`src/rtl/game_flow_controller.sv`:
```
// Game sequencer for the falling-square game: start sync, frame tick, countdown,
// scoring and game-over detection driving the square coordinate controller.
module game_flow_controller #(
  parameter int TICK_DIV        = 1666667,
  parameter int COUNTDOWN_TICKS = 180,
  parameter int SCORE_DIV       = 6,
  parameter int SCORE_W         = 16,
  parameter int COORD_W         = 10,
  parameter int FLOOR_Y         = 496
) (
  input  logic               CLK,
  input  logic               RESET_N,
  input  logic               START_BTN,
  input  logic               DROP_FINISH,
  input  logic               COLLISION,
  input  logic [COORD_W-1:0] SQUARE_Y,
  output logic               DROP_START,
  output logic               FREE_MOVE,
  output logic               GAME_OVER,
  output logic               SQUARE_RESET,
  output logic               FRAME_TICK,
  output logic [7:0]         COUNTDOWN,
  output logic [SCORE_W-1:0] SCORE,
  output logic [SCORE_W-1:0] HIGH_SCORE,
  output logic [2:0]         STATE
);

  localparam int TW = $clog2(TICK_DIV);
  localparam int CW = (COUNTDOWN_TICKS < 2) ? 1 : $clog2(COUNTDOWN_TICKS + 1);
  localparam int SW = (SCORE_DIV < 2) ? 1 : $clog2(SCORE_DIV);
  localparam logic [31:0] FLOOR_U = FLOOR_Y;

  typedef enum logic [2:0] {
    S_IDLE = 3'b000,
    S_DROP = 3'b001,
    S_CD   = 3'b011,
    S_PLAY = 3'b010,
    S_OVER = 3'b110
  } state_t;

  state_t          state;
  logic            sync1, sync2, prev;
  logic            start_edge;
  logic [TW-1:0]   tick_cnt;
  logic [CW-1:0]   cd;
  logic [SW-1:0]   sub;
  logic            over_cond;

  function automatic logic [7:0] sat8(input logic [CW-1:0] v);
    return (32'(v) > 32'd255) ? 8'hFF : 8'(v);
  endfunction

  assign start_edge = sync2 & ~prev;
  assign over_cond  = COLLISION | (32'(SQUARE_Y) >= FLOOR_U);
  assign STATE      = state;

  always_ff @(posedge CLK or negedge RESET_N) begin
    if (!RESET_N) begin
      sync1 <= 1'b0;
      sync2 <= 1'b0;
      prev  <= 1'b0;
    end else begin
      sync1 <= START_BTN;
      sync2 <= sync1;
      prev  <= sync2;
    end
  end

  // FRAME_TICK is registered one count early so it lines up with tick_cnt == TICK_DIV-1.
  always_ff @(posedge CLK or negedge RESET_N) begin
    if (!RESET_N) begin
      tick_cnt   <= '0;
      FRAME_TICK <= 1'b0;
    end else begin
      tick_cnt   <= (tick_cnt == TW'(TICK_DIV - 1)) ? '0 : tick_cnt + 1'b1;
      FRAME_TICK <= (tick_cnt == TW'(TICK_DIV - 2));
    end
  end

  always_ff @(posedge CLK or negedge RESET_N) begin
    if (!RESET_N) begin
      state        <= S_IDLE;
      cd           <= '0;
      sub          <= '0;
      DROP_START   <= 1'b0;
      SQUARE_RESET <= 1'b0;
      FREE_MOVE    <= 1'b0;
      GAME_OVER    <= 1'b0;
      COUNTDOWN    <= 8'd0;
      SCORE        <= '0;
      HIGH_SCORE   <= '0;
    end else begin
      DROP_START   <= 1'b0;
      SQUARE_RESET <= 1'b0;
      case (state)
        S_IDLE: if (start_edge) begin
          state      <= S_DROP;
          DROP_START <= 1'b1;
          SCORE      <= '0;
          sub        <= '0;
        end
        S_DROP: if (DROP_FINISH) begin
          state     <= S_CD;
          cd        <= CW'(COUNTDOWN_TICKS);
          COUNTDOWN <= sat8(CW'(COUNTDOWN_TICKS));
        end
        S_CD: if (FRAME_TICK) begin
          if (cd == '0) begin
            state     <= S_PLAY;
            FREE_MOVE <= 1'b1;
          end else begin
            cd        <= cd - 1'b1;
            COUNTDOWN <= sat8(cd - 1'b1);
          end
        end
        // Game over outranks a coincident scoring tick; high score uses pre-increment score.
        S_PLAY: begin
          if (over_cond) begin
            state     <= S_OVER;
            GAME_OVER <= 1'b1;
            if (SCORE > HIGH_SCORE) HIGH_SCORE <= SCORE;
          end else if (FRAME_TICK) begin
            if (sub == SW'(SCORE_DIV - 1)) begin
              sub <= '0;
              if (SCORE != {SCORE_W{1'b1}}) SCORE <= SCORE + 1'b1;
            end else begin
              sub <= sub + 1'b1;
            end
          end
        end
        S_OVER: if (start_edge) begin
          state        <= S_IDLE;
          SQUARE_RESET <= 1'b1;
          FREE_MOVE    <= 1'b0;
          GAME_OVER    <= 1'b0;
        end
        default: state <= S_IDLE;
      endcase
    end
  end

endmodule

```
`config.mk`:
```
export PLATFORM = sky130hd
export DESIGN_NAME = game_flow_controller
export DESIGN_NICKNAME = d
export VERILOG_FILES = /design/src/rtl/game_flow_controller.sv
export SDC_FILE = /design/constraint.sdc
export NUM_CORES = 1
export LEC_CHECK = 0
export BUFFER_PORTS_ARGS = -buffer_cell sky130_fd_sc_hd__clkbuf_2
export CORE_UTILIZATION = 40
export DETAILED_ROUTE_END_ITERATION = 8
export MAX_ROUTING_LAYER = met4
export PLACE_DENSITY_LB_ADDON = 0.08
export RECOVER_POWER = 100
export SLEW_MARGIN = 30
export SYNTH_ARGS = -nofsm -noshare
export SYNTH_HDL_FRONTEND = slang
export SYNTH_SLANG_ARGS = --single-unit
```
`constraint.sdc`:
```
create_clock -name CLK -period 4 [get_ports CLK]
set_input_delay 0.2 -clock CLK [delete_from_list [all_inputs] [get_ports CLK]]
set_output_delay 0.2 -clock CLK [all_outputs]
set_load 0.02 [all_outputs]
```
* Word-level counts from Yosys, hierarchy flattened
Cells that the tools add are included.
** Operators by class
- Add/sub/neg operators :: 4
- Order comparisons :: 2
- Equality and inequality tests :: 19
- Muxes and demuxes :: 31
- Bitwise gates (word level) :: 3
- Reduce and logical (&&, ||, !) cells :: 13
** Operator list (number)
- 16-bit 2-to-1 mux :: 5
- 21-bit == test (second input constant) :: 2
- 16-bit case mux with 2 select lines :: 1
- 3-bit 2-to-1 mux :: 9
- 8-bit 2-to-1 mux :: 3
- 2-bit != test (second input constant) :: 11
- 21-bit by 1-bit adder with 21-bit output (second input constant) :: 1
- 21-bit 2-to-1 mux :: 1
- 16-bit by 1-bit adder with 16-bit output (second input constant) :: 1
- 16-bit greater-than comparator :: 1
- 16-bit != test (second input constant) :: 1
- 8-bit case mux with 2 select lines :: 1
- 3-bit case mux with 5 select lines :: 1
- 4-bit AND reduction :: 3
- 6-bit AND reduction :: 2
- 10-bit by 9-bit greater-or-equal comparator with 1-bit output (second input constant) :: 1
- 8-bit zero test :: 1
- 2-bit nonzero test :: 4
- 8-bit by 1-bit subtractor with 8-bit output (second input constant) :: 1
- 1-bit 2-to-1 mux :: 7
- 3-bit by 2-bit == test with 1-bit output (second input constant) :: 2
- 3-bit == test (second input constant) :: 2
- 3-bit case mux with 2 select lines :: 1
- 3-bit AND reduction :: 2
- other kinds (7) :: 8
** Storage, ports and cells
- Register bits :: 75
- Input port bits :: 15
- Output and inout port bits :: 48
- Logic and storage cells :: 86

* Longest topological paths before layout
Gate-level depths: netlist (run 1).
- Depth after elaboration :: 6
- Gate-level depth with buffers :: 8
- Gate-level depth less buffers :: 7

* Least setup slack after synthesis (run 1)
No wires, ideal clock.
- Kind :: reg-to-reg
- From :: reg SCORE[15]
- To :: reg HIGH_SCORE[10]
- Library setup time :: 0.128 ns
- Arrival time :: 2.179 ns
- Data required time :: 3.872 ns
- Setup slack :: 1.693 ns
- Stages on the path, launching flop included :: 7
- Path buffers :: 1
- Period minus slack after synthesis :: 2.307 ns
- Path through :: dfrtp_1 -> ha_1 -> nand4_1 -> a2111o_1 -> a31oi_4 -> buf_6 -> mux2_1
** Between the ends
- Longest elaborated chain between the ends :: 2
** Ends and longest elaborated chain
- from (decl) :: RTL line 23 : output logic [SCORE_W-1:0] SCORE,
- from (signal assigned) :: RTL line 125 : if (SCORE != {SCORE_W{1'b1}}) SCORE <= SCORE + 1'b1;
- 16-bit greater-than comparator :: RTL line 121 : if (SCORE > HIGH_SCORE) HIGH_SCORE <= SCORE;
- 3-bit AND reduction (no source line)
- to (signal assigned) :: RTL line 91 : HIGH_SCORE <= '0;
- to (signal assigned) :: RTL line 121
- to (decl) :: RTL line 24 : output logic [SCORE_W-1:0] HIGH_SCORE,
Every way passes these cells.
A chain may end at the register's enable or synchronous reset.

* Worst setup path after layout (run 1)
- From :: reg SCORE[15]
- To :: reg HIGH_SCORE[3]
The elaborated chain is that of the path after synthesis.

==> out/results.ini, run 1 <==
[synthesis]
async_flop_share=1.00
ys_seq_area_frac=0.462
synth_edf_count=0
ys_warn_count=0
synth_top_family_by_area=simple AND/OR/NAND/NOR gates
muxShareOfSynthArea=0.0588
synth_compound_area_frac=0.121
syn_avg_cell_area_sq_um=10.2
synthSimpleGateAreaFrac=0.208
synth-seq-cells=75
synth-main-ff-cell=dfrtp_1
synthCells=398
synth_fa_ha_area_frac=0.0678
synth_xor_area_frac=0.0410
syn-num-nets=435
syn_area_sq_um=4060
synthDistinctLibCells=65

[clock_tree]
cts_inserted_buffers=9
htreeDepth=3
cts_setup_buffers=0
cts_tree=yes
insertion_delay_ps=350
clk_pin_slew_ps=80
max-clock-path-buffers=2
cts_sinks=75
root_buffer=clkbuf_8
cts_resized=0

[route]
dr.first_iter.drc_count=96
vias=3176
ant_nets=0
route.detailed.drc=0
routed_wl_microns=8810
drt-vias-per-instance=5.30
firstDrtPassIters=4
wl_per_cell_microns=14.7

[global_routing]
grt_max_degree=76
grt_util_met3=0.0264
globalRouteTotalUtil=0.188
grt_pass1_wl_microns=14700
met2_usage=0.306
grt_pass1_vias=3101
antenna_found_initial=0
grt-ovfl-total=0
use_met1=0.237
busiest_layer=met2

[sta]
slew_headroom=-0.258
tightestPinTransition_ps=1890
post-route-min-period_ps=2940
skew_ps=7.67
rsz0062_at_grt=false
hold_viol=0
fmax_ghz=0.341
finalSetupViolations=0
finalCritPeriodShare=0.734
drv_slew=91
setup_tns_ps=0

[die]
ios=63
die_h_microns=103
start_util=0.414
rows=36
coreArea_sq_um=9820
die-area_sq_um=10600
die_width_microns=103

[final_layout]
syn2layout_area_growth_pct=12.6
n_antenna_cell=0
nets=498
drive_gt1_frac=0.0794

[worst_hold_path]
hold_path_class=in2reg

[placed_design]
gp_congestion=0.745
hpwl_microns=6180
port_buffers=58

[critical_path]
crit_path_start_kind=register
cp_max_fo=16
criticalPathCategory=reg2reg
arrival_ps=3180
worstPathRequired_ps=4240
end_kind=register

[power_and_ir_drop]
p_leak_nw=1.98
power.total_mw=2.35
irDropWorstVdd_mv=0.224
p_per_area_nw_per_um2=514

[status]
violations=max-capacitance violations, max-slew violations
status=finished, violations left

[run]
cap_violations=2

[power by group]
group          switching, mW  total (mW)  internal, mW
Combinational          0.482       0.754         0.272
Clock                  0.302       0.591         0.288
Sequential             0.151        1.01         0.857
[registers in the layout (all words and copies together), names as in the netlist]
signal / count
tick_cnt: 21
HIGH_SCORE: 16
SCORE: 16
cd: 8
STATE: 3
sub: 3
DROP_START: 1
FRAME_TICK: 1
FREE_MOVE: 1
GAME_OVER: 1
SQUARE_RESET: 1
prev: 1
sync1: 1
sync2: 1
[cell families after synthesis]
group | after synthesis
flip-flops | 75
buffers and inverters | 40
AO/OA/AOI/OAI | 73
XOR/XNOR | 19
multiplexers | 22
adder cells (fa/ha/maj) | 22
AND/OR/NAND/NOR | 147
[repair_timing]
action,4_1_cts,5_1_grt
endpoints found under the setup margin,0,0
hold buffers,2,0
endpoints found under the hold margin,76,0
[cell usage after synthesis (all sizes together), types with 7 or more instances]
cell / number / area, sq um
o21ai: 13 / 65.1
or4: 12 / 93.8
nand3: 14 / 75.1
nand4: 16 / 100
xor2: 8 / 70.1
mux2: 15 / 169
xnor2: 11 / 96.3
nand2: 28 / 108
o31ai: 10 / 75.1
nor3: 10 / 50.1
inv: 31 / 116
dfrtp: 75 / 1880
nor2: 30 / 123
ha: 22 / 275
a21oi: 24 / 120
mux2i: 7 / 70.1
[layout by cell type, fill, tap and decap left out, types with 11 or more instances in the layout]
| cell type | Yosys | final |
|---|---|---|
| nand4_1 | 16 | 16 |
| o21ai_0 | 11 | 13 |
| ha_1 | 22 | 22 |
| nand3_1 | 13 | 14 |
| nand2_1 | 27 | 27 |
| a21oi_1 | 24 | 24 |
| dfrtp_1 | 75 | 75 |
| or4_1 | 11 | 12 |
| inv_1 | 31 | 31 |
| clkbuf_1 | 3 | 50 |
| xnor2_1 | 11 | 11 |
| nor2_1 | 28 | 29 |
[critical path: stages, from the launching register on]
cell and delay (ps):
dfrtp_1 450, ha_1 350, nand4_1 210, a2111o_1 460, a31oi_2 930, mux2_2 430
[per-stage QoR]
| step | utilization | setup slack [ps] | hold slack [ps] | std cells | instance area, sq um |
|---|---|---|---|---|---|
| global route | 0.466 | 851 | 273 | 599 | 4570 |
| global placement | 0.456 | 1370 | 309 | 581 | 4480 |
| finish | 0.466 | 1060 | 219 | 599 | 4570 |
| detailed placement | 0.457 | 1350 | 281 | 581 | 4480 |
| floorplan | - | 1690 | -95.6 | 398 | 4060 |
| CTS | 0.478 | 1340 | 198 | 599 | 4700 |
[layout make-up]
class,count,area [sq um]
clock buffer,10,128
sequential,75,1880
tap,133,166
multi-input combinational,283,1970
fill,994,5250
inverter,31,116
timing repair buffer,61,254
clock inverter,6,66.3
[metal layers]
metal | up-vias | wire [microns]
met1 | 1544 | 4100
met3 | 10 | 224
met2 | 46 | 4350
met5 | - | 0
li1 | 1576 | -
met4 | 0 | 137
[path summary, 6_finish.rpt]
check	from	end	slack (ps)	cells after the start
worst max-delay path	SCORE[15]$_DFFE_PN0P_	HIGH_SCORE[3]$_DFFE_PN0P_	1060	5
worst min-delay path	DROP_FINISH	STATE[1]$_DFFE_PN0P_	220	3
worst max register to register	SCORE[15]$_DFFE_PN0P_	HIGH_SCORE[3]$_DFFE_PN0P_	1060	5
worst min register to register	sync1$_DFF_PN0_	sync2$_DFF_PN0_	360	0
max in group asynchronous	RESET_N	tick_cnt[1]$_DFF_PN0_	1990	2
min in group asynchronous	RESET_N	HIGH_SCORE[5]$_DFFE_PN0P_	900	2
No activity file was read; power rests on OpenSTA's default activity.
==> run 2, diff against run 1 <==
==> constraint.sdc (replaced) <==
create_clock -name CLK -period 2.8 [get_ports CLK]
set_input_delay 0.14 -clock CLK [delete_from_list [all_inputs] [get_ports CLK]]
set_output_delay 0.14 -clock CLK [all_outputs]
set_load 0.02 [all_outputs]
==> run 2 against run 1 <==
Effect of this change: the flow still finishes with violations (max-capacitance violations, max-slew violations); non-clock buffer count up 16; critical path depth rose by 1; cell count is 2.7% higher; routed wire length increased by 1.1%; count of clock-buffer cells in the layout is 1 higher; clock power grew 49%; critical path type unchanged; largest power group unchanged.
==> out/results.ini, run 2 (synthesized netlist as in run 1, its figures left out) <==
[sta]
skew_ps=9.82  ; +2.14 ps
rsz0062_at_grt=false
finalCritPeriodShare=0.871  ; +0.137
finalSetupViolations=0  ; unchanged
whs_ps=143  ; -75.7 ps
drv_slew=33  ; -64%
slew_headroom=-0.298  ; -0.0405
setup_tns_ps=0  ; unchanged
hold_viol=0  ; unchanged
tightestPinTransition_ps=1950  ; +60.7 ps
post-route-min-period_ps=2440  ; -497 ps
fmax_ghz=0.410  ; +20%

[die]
coreArea_sq_um=9820  ; unchanged
rows=36  ; unchanged
die-area_sq_um=10600  ; unchanged
die_width_microns=103  ; unchanged
ios=63  ; unchanged
start_util=0.414  ; unchanged
die_h_microns=103  ; unchanged

[final_layout]
largest-register=tick_cnt
final_common_cell=dfrtp_1
final_cell_mix=dfrtp_1, clkbuf_1, inv_1
top_regs=tick_cnt: 21 flops, HIGH_SCORE: 16 flops, SCORE: 16 flops
drive_gt1_frac=0.110  ; +0.0306
syn2layout_area_growth_pct=17.1
largest_reg_flops=21  ; unchanged
n_antenna_cell=0  ; unchanged
nets=514  ; +3.2%

[route]
ant_nets=0  ; unchanged
firstDrtPassIters=4  ; unchanged
routed_wl_microns=8910  ; +1.1%
vias=3252  ; +2.4%
drt-vias-per-instance=5.29  ; -0.27%
wl_per_cell_microns=14.5  ; -1.5%
dr.first_iter.drc_count=77  ; -20%
route.detailed.drc=0  ; unchanged

[clock_tree]
cts_tree=yes
insertion_delay_ps=350  ; about the same
root_buffer=clkbuf_8
cts_sinks=75  ; unchanged
htreeDepth=3  ; unchanged
max-clock-path-buffers=2  ; unchanged
cts_inserted_buffers=9  ; unchanged
cts_setup_buffers=0  ; unchanged
cts_resized=0  ; unchanged
clk_pin_slew_ps=80  ; about the same

[critical_path]
r2r-start=STATE[1]$_DFFE_PN0P_
cp-endpoint=SCORE[15]$_DFFE_PN0P_
cp_max_fo=16  ; unchanged
critPathTopFamily=simple AND/OR/NAND/NOR gates
max_stage_delay_ps=570  ; -360 ps
crit_path_cell_trace=nor3b_1 > o21a_2 > nand4_1 > clkbuf_2 > or4_1 > a21oi_1
criticalPathCategory=reg2reg
r2r_cells=6  ; +1
r2r-end=SCORE[15]$_DFFE_PN0P_
arrival_ps=2700  ; -480 ps
crit_start=STATE[1]$_DFFE_PN0P_
end_kind=register
path_depth=6  ; +1
crit_buf_inv=1  ; +1
worstPathRequired_ps=3060  ; -1180 ps
crit_path_start_kind=register
r2r_slack_ps=360  ; -700 ps
critPathSlowestCell=dfrtp_1

[placed_design]
port_buffers=58  ; unchanged
hpwl_microns=6530  ; +5.6%
gp_congestion=0.748  ; +0.35%

[worst_hold_path]
hold_path_class=in2reg

[power_and_ir_drop]
p_per_area_nw_per_um2=736  ; +43%
p_leak_nw=2.09  ; +5.6%
irDropWorstVdd_mv=0.328  ; +46%

[global_routing]
grt-ovfl-total=0  ; unchanged
globalRouteTotalUtil=0.186  ; -0.00143
busiest_layer=met2
grt_util_met3=0.0353  ; +0.00881
use_met1=0.222  ; -0.0154
grt_pass1_wl_microns=14700  ; -0.33%
grt_max_degree=44  ; -42%
antenna_found_initial=0  ; unchanged
met2_usage=0.313  ; +0.00667
grt_pass1_vias=3095  ; -0.19%

[status]
violations=max-capacitance violations, max-slew violations
status=finished, violations left

[run]
cap_violations=1  ; -1

[run 2: repair_timing]
| item | CTS | global route |
|---|---|---|
| endpoints found under the setup margin | 0 | 0 |
| hold endpoints to repair | 33 | 0 |
| hold buffers | 2 | 0 |
[run 2: cell type report]
| type | instances | area [sq um] |
|---|---|---|
| Clock buffer | 11 | 151 |
| Clock inverter | 5 | 60.1 |
| Fill cell | 1006 | 5060 |
| Inverter | 31 | 116 |
| Multi-Input combinational cell | 283 | 1990 |
| Sequential cell | 75 | 1880 |
| Tap cell | 133 | 166 |
| Timing Repair Buffer | 77 | 395 |
[run 2: power breakdown]
group / internal [mW] / leakage (nW) / switching [mW]
sequential: 1.22 / 0.988 / 0.191
combinational: 0.467 / 1.00 / 0.735
clock: 0.464 / 0.106 / 0.418
total: 2.16 / 2.09 / 1.34
[run 2: stage by stage]
step | setup slack (ps) | cell area (sq um) | power, mW | instances | utilization
2_1_floorplan | 493 | 4060 | 2.27 | 398 | -
4_1_cts | 390 | 4860 | 3.60 | 615 | 0.495
6_report | 361 | 4760 | 3.50 | 615 | 0.484
5_1_grt | 175 | 4760 | 3.73 | 615 | 0.484
3_5_place_dp | 399 | 4630 | 2.69 | 597 | 0.471
3_3_place_gp | 424 | 4600 | 2.67 | 596 | 0.468
[run 2: worst min path at each step]
stage | start | end | slack [ps] | cells after the start
5_1_grt | DROP_FINISH | STATE[1]$_DFFE_PN0P_ | 180 | 3
4_1_cts | DROP_FINISH | STATE[1]$_DFFE_PN0P_ | 120 | 3
6_report | DROP_FINISH | STATE[1]$_DFFE_PN0P_ | 140 | 3
2_1_floorplan | RESET_N | DROP_START$_DFF_PN0_ | -160 | 0
3_5_place_dp | RESET_N | HIGH_SCORE[5]$_DFFE_PN0P_ | 130 | 1
3_3_place_gp | START_BTN | sync1$_DFF_PN0_ | 250 | 1
[run 2: routing by layer]
layer | wire length [microns] | part of all wire
met1 | 4010 | 0.45
met2 | 4490 | 0.50
met3 | 261 | 0.029
met4 | 148 | 0.017
met5 | 0 | 0
[run 2: tightest hold or removal path, stage by stage]
cell      delay (ps)
clkbuf_2         120
a21oi_1           70
o32ai_1          110
==> run 3, diff against run 2 <==
--- a/config.mk
+++ b/config.mk
@@ -5,8 +5,8 @@
 export SDC_FILE = /design/constraint.sdc
 export NUM_CORES = 1
 export LEC_CHECK = 0
-export BUFFER_PORTS_ARGS = -buffer_cell sky130_fd_sc_hd__clkbuf_2
-export CORE_UTILIZATION = 40
+export BUFFER_PORTS_ARGS = -buffer_cell sky130_fd_sc_hd__buf_2
+export CORE_UTILIZATION = 30
 export DETAILED_ROUTE_END_ITERATION = 8
 export MAX_ROUTING_LAYER = met4
 export PLACE_DENSITY_LB_ADDON = 0.08
==> run 3 against run 2 <==
Effect of this change: the flow still finishes with violations (max-capacitance violations, max-slew violations); register-to-register slack improved by 50 ps; cell count rose by 6.8%; total power grew 11%; first-iteration DRC count increased to 2.9 times the previous value; critical path type unchanged; non-clock buffer count is 1 lower; sequential share of layout area fell by 0.93 points; largest power group unchanged; worst setup slack improved by 47 ps; utilization is 12 points lower; highest routed layer unchanged; global-route usage is 3.3 points lower; final area grew 2.4%; combinational power hardly changed.
==> out/results.ini, run 3 (synthesized netlist as in run 1, its figures left out) <==
[route]
wl_met3_microns=387  ; +48%
routed.top_layer=met4
drt-met1-wl_microns=4510  ; +13%
vias=3232  ; -0.62%
dr.first_iter.drc_count=225  ; +190%
route.detailed.drc=0  ; unchanged
firstDrtPassIters=6  ; +2
wl_per_cell_microns=14.8  ; +1.8%
ant_nets=0  ; unchanged
wl_met2_microns=4670  ; +4.0%
routed_wl_microns=9690  ; +8.8%
drt-vias-per-instance=4.92  ; -7.0%

[power_and_ir_drop]
p_per_area_nw_per_um2=799  ; +8.7%
power.total_mw=3.89  ; +11%
irDropWorstVdd_mv=0.358  ; +9.3%
p_leak_nw=2.11  ; +0.93%

[final_layout]
syn2layout_area_growth_pct=19.9
final_cell_mix=dfrtp_1, clkbuf_1, inv_1
nets=513  ; -0.19%
drive_gt1_frac=0.0977  ; -0.0122
top_regs=tick_cnt: 21 flops, HIGH_SCORE: 16 flops, SCORE: 16 flops
largest-register=tick_cnt
largest_reg_flops=21  ; unchanged
n_antenna_cell=0  ; unchanged
final_common_cell=dfrtp_1

[critical_path]
criticalPathCategory=reg2reg
crit_path_cell_trace=nor3b_1 > o21a_1 > nand4_1 > clkbuf_1 > nor4_1 > mux2i_1
arrival_ps=2660  ; -40 ps
max_stage_delay_ps=500  ; -70 ps
cp_max_fo=7  ; -9
crit_path_start_kind=register
worstPathRequired_ps=3070  ; about the same
end_kind=register
critPathSlowestCell=dfrtp_1

[die]
rows=42  ; +17%
ios=63  ; unchanged
die_h_microns=118  ; +15%
die_width_microns=118  ; +15%
die-area_sq_um=14000  ; +33%
coreArea_sq_um=13200  ; +35%
start_util=0.307  ; -0.107

[sta]
tightestPinTransition_ps=1930  ; -20.5 ps
fmax_ghz=0.418  ; +2.0%
slew_headroom=-0.285  ; +0.0137
whs_ps=174  ; +30.3 ps
hold_viol=0  ; unchanged
rsz0062_at_grt=false
finalCritPeriodShare=0.854  ; -0.0169
skew_ps=10.1  ; +0.299 ps
drv_slew=76  ; +130%
setup_slack_ps=408  ; +47.3 ps
post-route-min-period_ps=2390  ; -47.3 ps
setup_tns_ps=0  ; unchanged
finalSetupViolations=0  ; unchanged

[clock_tree]
insertion_delay_ps=340  ; about the same
cts_setup_buffers=0  ; unchanged
cts_tree=yes
htreeDepth=3  ; unchanged
postCtsHoldBufs=2  ; unchanged
max-clock-path-buffers=2  ; unchanged
root_buffer=clkbuf_16
clk_pin_slew_ps=60  ; -20 ps
cts_sinks=75  ; unchanged
cts_resized=0  ; unchanged
cts_inserted_buffers=9  ; unchanged

[placed_design]
port_buffers=58  ; unchanged
place_ws_ps=410  ; +10.6 ps
hpwl_microns=6860  ; +5.1%
gp_congestion=0.760  ; +1.7%

[run]
cap_violations=1  ; unchanged

[global_routing]
globalRouteTotalUtil=0.153  ; -0.0329
grt_max_degree=76  ; +73%
grt_pass1_vias=3137  ; +1.4%
grt-ovfl-total=0  ; unchanged
antenna_found_initial=0  ; unchanged
grt_pass1_wl_microns=16200  ; +11%

[status]
status=finished, violations left
violations=max-capacitance violations, max-slew violations

[worst_hold_path]
hold_path_class=in2reg

-- run 3: metrics by stage --
step | cell area, sq um | util | cells
finish | 4870 | 0.368 | 657
global route | 4870 | 0.368 | 657
CTS | 4990 | 0.377 | 657
detailed placement | 4640 | 0.351 | 639
global placement | 4640 | 0.350 | 639
floorplan | 4060 | - | 398
-- run 3: worst max-delay path: cells and delay by family, from the launching register on --
| kind | cells | cell delay [ps] |
|---|---|---|
| buffers and inverters | 1 | 210 |
| multiplexers | 1 | 230 |
| AO/OA/AOI/OAI | 1 | 310 |
| AND/OR/NAND/NOR | 3 | 1080 |
| flip-flops | 1 | 500 |
-- run 3: path summary, 6_finish.rpt --
path | from | endpoint | slack [ps] | depth (start not counted)
max | STATE[1]$_DFFE_PN0P_ | SCORE[13]$_DFFE_PN0P_ | 410 | 6
min reg2reg | sync1$_DFF_PN0_ | sync2$_DFF_PN0_ | 350 | 0
max reg2reg | STATE[1]$_DFFE_PN0P_ | SCORE[13]$_DFFE_PN0P_ | 410 | 6
max in group asynchronous | RESET_N | tick_cnt[7]$_DFF_PN0_ | 790 | 2
min in group asynchronous | RESET_N | HIGH_SCORE[10]$_DFFE_PN0P_ | 880 | 2
min | DROP_FINISH | STATE[1]$_DFFE_PN0P_ | 170 | 3
-- run 3: routing by layer --
metal	track usage	vias up
met5	-	-
met4	0.0498	0
met3	0.0434	12
met2	0.241	51
met1	0.190	1557
li1	-	1612
-- run 3: where the power goes --
part | total [mW] | switching, mW | internal, mW | leakage, nW
sequential | 1.42 | 0.190 | 1.23 | 0.988
clock | 1.28 | 0.474 | 0.810 | 0.156
combinational | 1.19 | 0.751 | 0.443 | 0.969
total | 3.89 | 1.42 | 2.48 | 2.11
-- run 3: layout make-up --
type	instances	area, sq um
repair buffers	76	342
multi-input cells	283	1990
fillers	1418	8370
well taps	176	220
flip-flops and latches	75	1880
clock inverters	5	85.1
clock buffers	11	243
inverters	31	116
